### config.mk
export PLATFORM = sky130hd
export DESIGN_NAME = mem_fill_arbiter
export DESIGN_NICKNAME = d
export VERILOG_FILES = /design/src/rtl/mem_fill_arbiter.sv
export SDC_FILE = /design/constraint.sdc
export NUM_CORES = 1
export LEC_CHECK = 0
export BUFFER_PORTS_ARGS = -buffer_cell sky130_fd_sc_hd__buf_4
export CORE_ASPECT_RATIO = 1.1
export CORE_UTILIZATION = 25
export CTS_CLUSTER_DIAMETER = 100
export DETAILED_ROUTE_END_ITERATION = 7
export PLACE_DENSITY = 0.69
export SYNTH_ARGS = -nofsm -noshare
export SYNTH_HDL_FRONTEND = slang
export SYNTH_SLANG_ARGS = --single-unit
export TNS_END_PERCENT = 5
### constraint.sdc
create_clock -name clk -period 4.1 [get_ports clk]
set_clock_uncertainty 0.2 [all_clocks]
set_input_delay 0.82 -clock clk [delete_from_list [all_inputs] [get_ports clk]]
set_output_delay 0.82 -clock clk [all_outputs]
set_load 0.02 [all_outputs]
### src/rtl/mem_fill_arbiter.sv
// rtl/mem_fill_arbiter.sv - arbitrates I/D cache fill FSMs onto one pipelined memory port
// Round-robin ownership with a one-cycle turnaround; read beats are routed back by a tagged delay line.
module mem_fill_arbiter #(
  parameter int ADDR_W  = 16,
  parameter int DATA_W  = 16,
  parameter int MEM_LAT = 4
) (
  input  logic              clk,
  input  logic              rst,
  input  logic              i_req,
  input  logic [ADDR_W-1:0] i_addr,
  output logic              i_grant,
  output logic              i_data_vld,
  output logic [DATA_W-1:0] i_data,
  input  logic              d_req,
  input  logic              d_wr,
  input  logic [ADDR_W-1:0] d_addr,
  input  logic [DATA_W-1:0] d_wdata,
  output logic              d_grant,
  output logic              d_data_vld,
  output logic [DATA_W-1:0] d_data,
  output logic              mem_en,
  output logic              mem_wr,
  output logic [ADDR_W-1:0] mem_addr,
  output logic [DATA_W-1:0] mem_wdata,
  input  logic [DATA_W-1:0] mem_rdata,
  input  logic              mem_data_vld
);

  typedef enum logic [1:0] {IDLE, OWN_I, OWN_D, TURN} state_t;

  state_t               state, state_nxt;
  logic                 last_d;
  logic [MEM_LAT-1:0]   pipe_vld;
  logic [MEM_LAT-1:0]   pipe_own;
  logic                 drop_seen;
  logic                 ret_vld;

  always_ff @(posedge clk or negedge rst) begin
    if (!rst) begin
      state  <= IDLE;
      last_d <= 1'b0;
    end else begin
      state <= state_nxt;
      if (state == OWN_I && !i_req) last_d <= 1'b0;
      if (state == OWN_D && !d_req) last_d <= 1'b1;
    end
  end

  // TURN blanks the bus for one cycle but otherwise arbitrates exactly like IDLE.
  always_comb begin
    state_nxt = state;
    case (state)
      IDLE, TURN: begin
        if (i_req && d_req) state_nxt = last_d ? OWN_I : OWN_D;
        else if (i_req)     state_nxt = OWN_I;
        else if (d_req)     state_nxt = OWN_D;
        else                state_nxt = IDLE;
      end
      OWN_I:   if (!i_req) state_nxt = TURN;
      OWN_D:   if (!d_req) state_nxt = TURN;
      default: state_nxt = IDLE;
    endcase
  end

  always_comb begin
    i_grant   = 1'b0;
    d_grant   = 1'b0;
    mem_en    = 1'b0;
    mem_wr    = 1'b0;
    mem_addr  = '0;
    mem_wdata = '0;
    case (state)
      OWN_I: begin
        i_grant  = 1'b1;
        mem_en   = i_req;
        mem_addr = i_addr;
      end
      OWN_D: begin
        d_grant   = 1'b1;
        mem_en    = d_req;
        mem_wr    = d_req & d_wr;
        mem_addr  = d_addr;
        mem_wdata = d_wdata;
      end
      default: ;
    endcase
  end

  // Each read enters with its owner tag; the tag at the tail lines up with mem_data_vld.
  always_ff @(posedge clk or negedge rst) begin
    if (!rst) begin
      pipe_vld  <= '0;
      pipe_own  <= '0;
      drop_seen <= 1'b0;
    end else begin
      pipe_vld[0] <= mem_en & ~mem_wr;
      pipe_own[0] <= (state == OWN_D);
      for (int k = 1; k < MEM_LAT; k++) begin
        pipe_vld[k] <= pipe_vld[k-1];
        pipe_own[k] <= pipe_own[k-1];
      end
      drop_seen <= drop_seen | (mem_data_vld & ~pipe_vld[MEM_LAT-1]);
    end
  end

  assign ret_vld    = mem_data_vld & pipe_vld[MEM_LAT-1];
  assign i_data_vld = ret_vld & ~pipe_own[MEM_LAT-1];
  assign d_data_vld = ret_vld &  pipe_own[MEM_LAT-1];
  assign i_data     = i_data_vld ? mem_rdata : '0;
  assign d_data     = d_data_vld ? mem_rdata : '0;

endmodule

==> metrics.log, run 1 <==
[metrics] outcome: finished clean
[metrics] Crit Path Max Fanout: 19
[metrics] Final ANT Viol Nets: 0
[metrics] worst hold path startpoint: pipe_vld[2]
[metrics] number of buffers created by CTS: 3
[metrics] global-route wire length before repair: between 4 and 5 mm
[metrics] Gate Count Post-Synth: around 120
[metrics] cell area after technology mapping: a little under 1000 µm²
[metrics] Starting Density: 0.263
[metrics] ranking of synthesized cells by area: sky130_fd_sc_hd__and2_1 31%, sky130_fd_sc_hd__dfrtp_1 29%, sky130_fd_sc_hd__a22oi_1 12%
[metrics] Least-Margin Pin Slew: roughly 760 ps
[metrics] flop2flop setup slack: around 2300 ps
[metrics] Vias per Instance: approximately 4.3
[metrics] Fin Setup TNS: 0 ps
[metrics] CP required: 3080 ps
[metrics] setup repair bufs after CTS: 0
[metrics] worst reg2reg path startpoint: state[1]
[metrics] fill cell total of the finished layout: approximately 360
[metrics] net count after synthesis: 196
[metrics] maximum buffer depth of the clock tree: 2
[metrics] leakage power of the design: 0.00116 µW
[metrics] number of gates resized after CTS: 0
[metrics] clock latency on the worst-skew pair: about 230 ps
[metrics] Data arrival, critical path: around 1800 ps
[metrics] unique cell type count in the Yosys netlist: 21
[metrics] cell type of the slowest stage on the worst timing path: sky130_fd_sc_hd__ha_1
[metrics] Total Nets Final: 330
[metrics] port buffer count: 139
[metrics] number of antenna violations at the first check in global routing: 0
[metrics] number of cell rows: 23
[metrics] async set or reset register ratio after synthesis: 1.00
[metrics] Syn. warnings: 0
[metrics] endpoint type of the worst setup path: output pin
[metrics] worst hold path class: register to register
[metrics] cell count after placement: 302
[metrics] Post-Syn Area per Cell: 7.82 µm²
[metrics] number of storage elements in the synthesis netlist: 11
[metrics] capture point of the worst reg-to-reg path: state[0]
[metrics] routed len/inst: between 10 and 15 µm
[metrics] 1st-pass router iterations: 3
[metrics] area added between synthesis and finish: 114%
[metrics] clock-pin slew reported for the worst setup and hold paths after clock tree synthesis: 50 ps
[metrics] number of top-level design ports: 140
[metrics] final worst-path cycle share: 0.694
[metrics] largest area contributor in the netlist: sky130_fd_sc_hd__and2_1
[metrics] maximum achievable frequency: around 0.35 GHz
[metrics] portion of the post-synthesis area used by sequential elements: 0.286
[metrics] layout cell share with drive strength beyond 1: 0.563
[metrics] global route overflow: 0
[metrics] Floorplan Core Area: ~3700 µm²
[metrics] pin count of the biggest net entering global routing: 21
[metrics] Final Wtd Congestion: approximately 0.65
[metrics] number of maximum-capacitance constraint violations: 0
[metrics] Chip Height: around 67 µm
[metrics] IR drop worst, VDD: 0.321 mV
[metrics] number of cells on the worst hold path: 0
[metrics] worst reg-to-reg path cell count: 5
[metrics] depth of the CTS H-tree: 1
[metrics] iteration-0 DRC count of the detailed router: between 50 and 60
[metrics] count of placed standard cells in the final layout, fillers left out: around 300
[metrics] max_slew headroom: 0.491
[metrics] ant diodes: 0
[metrics] Clock Sinks: 11
[metrics] power density over the cells: about 500 nW/µm²
[metrics] max-slew violations: 0
[metrics] kind of launch point of the worst setup path: register
[metrics] cells traversed along the worst timing path: inv_1 > ha_1 > a22oi_4 > nor2_1 > buf_4
[metrics] Die Footprint: 4100 µm²
[metrics] buffer type at the clock tree root: sky130_fd_sc_hd__clkbuf_8
[metrics] count of flip-flops with a built-in enable after synthesis: 0
[metrics] total wire length after detailed routing: roughly 3.5 mm
[metrics] predominant post-synthesis flop cell: sky130_fd_sc_hd__dfrtp_1
[metrics] count of endpoints failing setup in the final report: 0
[metrics] horizontal die dimension: about 61 µm
[metrics] fraction of post-synthesis cell area in the top cell type by area: 0.312
[metrics] unrepaired setup endpoints after global routing: no
[metrics] TritonCTS clock tree: yes
[metrics] total vias in the final route: between 1k and 1.5k
[metrics] remaining design rule violation count: 0
[metrics] post-detailed-placement half-perimeter wirelength: about 2.9 mm
[metrics] overall routing resource usage: 0.155
[metrics] Endpoint, Worst Hold: pipe_vld[3]
[metrics] classification of the worst setup path: register to output pin
[metrics] Hold Fails Final Rpt: 0
[metrics] longest individual stage delay on the worst path: 640 ps
[metrics] via count of the first global-routing pass: ~1.1k
[metrics] shortest clock period the worst path allows after layout: 2850 ps
[metrics] cts-stage hold buffer count: 0
## stage by stage
step	power [µW]	util	hold WS [ps]	instance area [µm²]	setup slack, ps
global route	1110	0.563	156	2060	1140
CTS	1050	0.563	146	2060	1230
finish	1030	0.563	145	2060	1250
floorplan	638	-	131	962	1570
global placement	936	0.551	132	2010	1400
detailed placement	938	0.551	135	2010	1400
## sequential cells by signal, indices dropped and copies added, names as in the netlist
name	flops
pipe_vld	4
state	2
last_d	1
pipe_own	4
## cells in the mapped netlist (all sizes together) (2+ instances only)
cell type,n
and2,48
nor2,20
a22oi,17
dfrtp,11
buf,8
ha,3
inv,3
and3,2
clkbuf,2
nand2,2
## critical path: cells and delay by family, from the launching register on
| family | cells | cell delay (ps) |
|---|---|---|
| adder cells (fa/ha/maj) | 1 | 640 |
| flip-flops | 1 | 400 |
| buffers and inverters | 2 | 230 |
| AO/OA/AOI/OAI | 1 | 190 |
| AND/OR/NAND/NOR | 1 | 130 |
## layer usage
layer / vias to the layer above / global-route usage / part of all wire
met1: 545 / 0.153 / 0.35
li1: 668 / - / -
met5: - / 0 / 0
met4: 0 / 0.0511 / 0.0054
met3: 2 / 0.0427 / 0.14
met2: 94 / 0.299 / 0.50
## cell type report
class                      instances  area (µm²)  area share
timing repair buffer             139        1040       0.507
multi-input combinational         99         621       0.302
sequential                        11         275       0.134
tap                               50        62.6      0.0304
clock buffer                       4        45.0      0.0219
inverter                           3        11.3     0.00547
## layout by cell type, fill, tap and decap left out
master                     instances
sky130_fd_sc_hd__a21boi_0          1
sky130_fd_sc_hd__a21oi_1           1
sky130_fd_sc_hd__a22o_1            1
sky130_fd_sc_hd__a22oi_1          16
sky130_fd_sc_hd__a22oi_4           1
sky130_fd_sc_hd__a31oi_1           1
sky130_fd_sc_hd__and2_1           48
sky130_fd_sc_hd__and3_1            2
sky130_fd_sc_hd__buf_4           139
sky130_fd_sc_hd__clkbuf_1          1
sky130_fd_sc_hd__clkbuf_8          3
sky130_fd_sc_hd__dfrtp_1          11
sky130_fd_sc_hd__ha_1              3
sky130_fd_sc_hd__inv_1             3
sky130_fd_sc_hd__nand2_1           2
sky130_fd_sc_hd__nand2b_1          1
sky130_fd_sc_hd__nor2_1           19
sky130_fd_sc_hd__nor2_2            1
sky130_fd_sc_hd__nor3_1            1
sky130_fd_sc_hd__o21ai_0           1
## logic make-up (layout without fill, tap and decap cells)
logic type               after synthesis  count (layout)  synth area share
flip-flops                            11              11             0.286
AND/OR/NAND/NOR                       74              74             0.425
buffers and inverters                 13             146            0.0689
AO/OA/AOI/OAI                         22              22             0.181
adder cells (fa/ha/maj)                3               3            0.0390
## power breakdown
group | leakage, µW | switching [µW] | internal, µW
clock network | 0.0000228 | 37.6 | 68.0
registers | 0.000139 | 22.5 | 156
logic | 0.000999 | 430 | 320
## worst max-delay path by stage
stage / from / endpoint / slack, ps
2_1_floorplan: state[1] / mem_addr[0] / 1570
4_1_cts: state[1] / mem_en / 1230
5_1_grt: state[0] / mem_addr[3] / 1140
3_5_place_dp: mem_data_vld / i_data[14] / 1400
6_report: state[1] / mem_en / 1250
3_3_place_gp: mem_data_vld / i_data[14] / 1400
(Power assumes the default switching activity.)
==> inputs of run 2 (changes only) <==
PLACE_DENSITY = 0.72   (was 0.69)
clock period = 2.5 ns   (was 4.1 ns; I/O delays follow)
==> run 2 against run 1 <==
- critical path depth is 1 lower
- count of clock-buffer cells in the layout stayed put
- sequential share of layout area is 0.26 points lower
- largest cell class unchanged
==> metrics.log, run 2 (synthesized netlist as in run 1, its figures left out) <==
[metrics] outcome: finished clean
[metrics] number of cell rows: 23
[metrics] remaining design rule violation count: 0
[metrics] Floorplan Core Area: 3650 µm²
[metrics] Final ANT Viol Nets: 0
[metrics] power density over the cells: 827 nW/µm²
[metrics] CP required: ~1800 ps
[metrics] area added between synthesis and finish: 118%
[metrics] unrepaired setup endpoints after global routing: no
[metrics] number of antenna violations at the first check in global routing: 0
[metrics] final worst-path cycle share: 0.923
[metrics] classification of the worst setup path: register to output pin
[metrics] depth of the CTS H-tree: 1
[metrics] Chip Height: about 67 µm
[metrics] Vias per Instance: 4.39
[metrics] ant diodes: 0
[metrics] clock latency on the worst-skew pair: 230 ps
[metrics] max-slew violations: 0
[metrics] maximum achievable frequency: 0.433 GHz
[metrics] via count of the first global-routing pass: 1131
[metrics] number of top-level design ports: 140
[metrics] Regs by FF count: pipe_own (4), pipe_vld (4), state (2)
[metrics] global route overflow: 0
[metrics] number of maximum-capacitance constraint violations: 0
[metrics] most common library cell in the layout ignoring fill and taps: sky130_fd_sc_hd__buf_4
[metrics] kind of launch point of the worst setup path: register
[metrics] count of endpoints failing setup in the final report: 0
[metrics] Final Worst Setup Slack: approximately 190 ps
[metrics] most used cells in the layout excluding fill and tap cells: 143 x sky130_fd_sc_hd__buf_4, 48 x sky130_fd_sc_hd__and2_1, 19 x sky130_fd_sc_hd__nor2_1
[metrics] post-detailed-placement half-perimeter wirelength: about 2.8 mm
[metrics] buffer type at the clock tree root: sky130_fd_sc_hd__clkbuf_8
[metrics] port buffer count: approximately 140
[metrics] total wire length after detailed routing: 3.29 mm
[metrics] fill cell total of the finished layout: 329
[metrics] routed len/inst: about 11 µm
[metrics] number of buffers created by CTS: 3
[metrics] post-placement worst setup slack: a little over 400 ps
[metrics] Hold Fails Final Rpt: 0
[metrics] count of placed standard cells in the final layout, fillers left out: approximately 310
[metrics] Placement Cell Area: just over 2000 µm²
[metrics] Total Nets Final: ~340
[metrics] shortest clock period the worst path allows after layout: between 2000 and 2500 ps
[metrics] total vias in the final route: 1366
[metrics] endpoint type of the worst setup path: output pin
[metrics] Fin Hold WS: between 100 and 150 ps
[metrics] Fin Setup TNS: 0 ps
[metrics] global-route wire length before repair: about 4.5 mm
[metrics] IR drop worst, VDD: 0.644 mV
[metrics] area used by multi-input combinational logic: 621 µm²
[metrics] pin count of the biggest net entering global routing: 20
[metrics] Clock Sinks: 11
[metrics] 1st-pass router iterations: 5
[metrics] Final Wtd Congestion: about 0.69
[metrics] Data arrival, critical path: around 1600 ps
[metrics] Crit Path Max Fanout: 18
[metrics] Starting Density: 0.263
[metrics] overall routing resource usage: 0.144
[metrics] Die Footprint: ~4100 µm²
[metrics] iteration-0 DRC count of the detailed router: 29
[metrics] maximum buffer depth of the clock tree: 2
[metrics] cell count after placement: slightly above 300
[metrics] TritonCTS clock tree: yes
[metrics] leakage power of the design: between 0.001 and 0.0015 µW
[metrics] register cell area after layout: about 280 µm²
[metrics] horizontal die dimension: 61.2 µm
[metrics] clock-pin slew reported for the worst setup and hold paths after clock tree synthesis: 50 ps
[metrics] Least-Margin Pin Slew: ~560 ps
[metrics] layout cell share with drive strength beyond 1: 0.567
[metrics] Final Instance Area: approximately 2100 µm²
[metrics] worst hold path class: register to register
[metrics] max_slew headroom: 0.628
[run 2: changes by cell type in the layout (fill, tap and decap cells not counted)]
cell,change
sky130_fd_sc_hd__dlygate4sd3_1,+1
sky130_fd_sc_hd__buf_4,+4
[run 2: cell type report]
cell class              instances  area share
well taps                      50      0.0298
repair buffers                144       0.516
inverters                       3     0.00537
clock buffers                   4      0.0215
multi-input cells              99       0.296
flip-flops and latches         11       0.131
[run 2: path summary, 6_finish.rpt]
check / startpoint / to / slack [ps] / depth (start not counted)
worst max-delay path: state[0] / mem_addr[14] / 190 / 4
worst min-delay path: pipe_own[0] / pipe_own[1] / 150 / 0
worst max register to register: state[0] / state[1] / 620 / 5
worst min register to register: pipe_own[0] / pipe_own[1] / 150 / 0
max in group asynchronous: rst / pipe_vld[3] / 1520 / 2
min in group asynchronous: rst / state[0] / 440 / 2
[run 2: metal layers]
metal / vias up / wire length (µm) / GRT usage
met2: 98 / 1680 / 0.269
met3: 0 / 496 / 0.0466
met4: 0 / 0 / 0.0341
met1: 587 / 1110 / 0.150
met5: - / 0 / 0
li1: 681 / - / -
[run 2: where the power goes]
part           switching, µW  leakage (µW)  internal (µW)
registers               36.4      0.000139            256
clock network           57.5     0.0000228            111
logic                    709       0.00102            566
[run 2: worst max-delay path: stages, from the launching register on]
cell	delay (ps)
sky130_fd_sc_hd__dfrtp_1	370
sky130_fd_sc_hd__inv_1	70
sky130_fd_sc_hd__ha_1	640
sky130_fd_sc_hd__nor2_1	110
sky130_fd_sc_hd__buf_4	180
[run 2: what timing repair did]
item | CTS | global route
buffers inserted | 0 | 0
endpoints found under the hold margin | 11 | 0
hold buffers | 1 | 0
gates resized for setup | 0 | 0
[run 2: per-stage QoR]
stage | total power [µW] | utilization
6_report | 1740 | 0.574
5_1_grt | 1880 | 0.574
4_1_cts | 1760 | 0.574
3_5_place_dp | 1580 | 0.559
3_3_place_gp | 1580 | 0.559
2_1_floorplan | 1050 | -
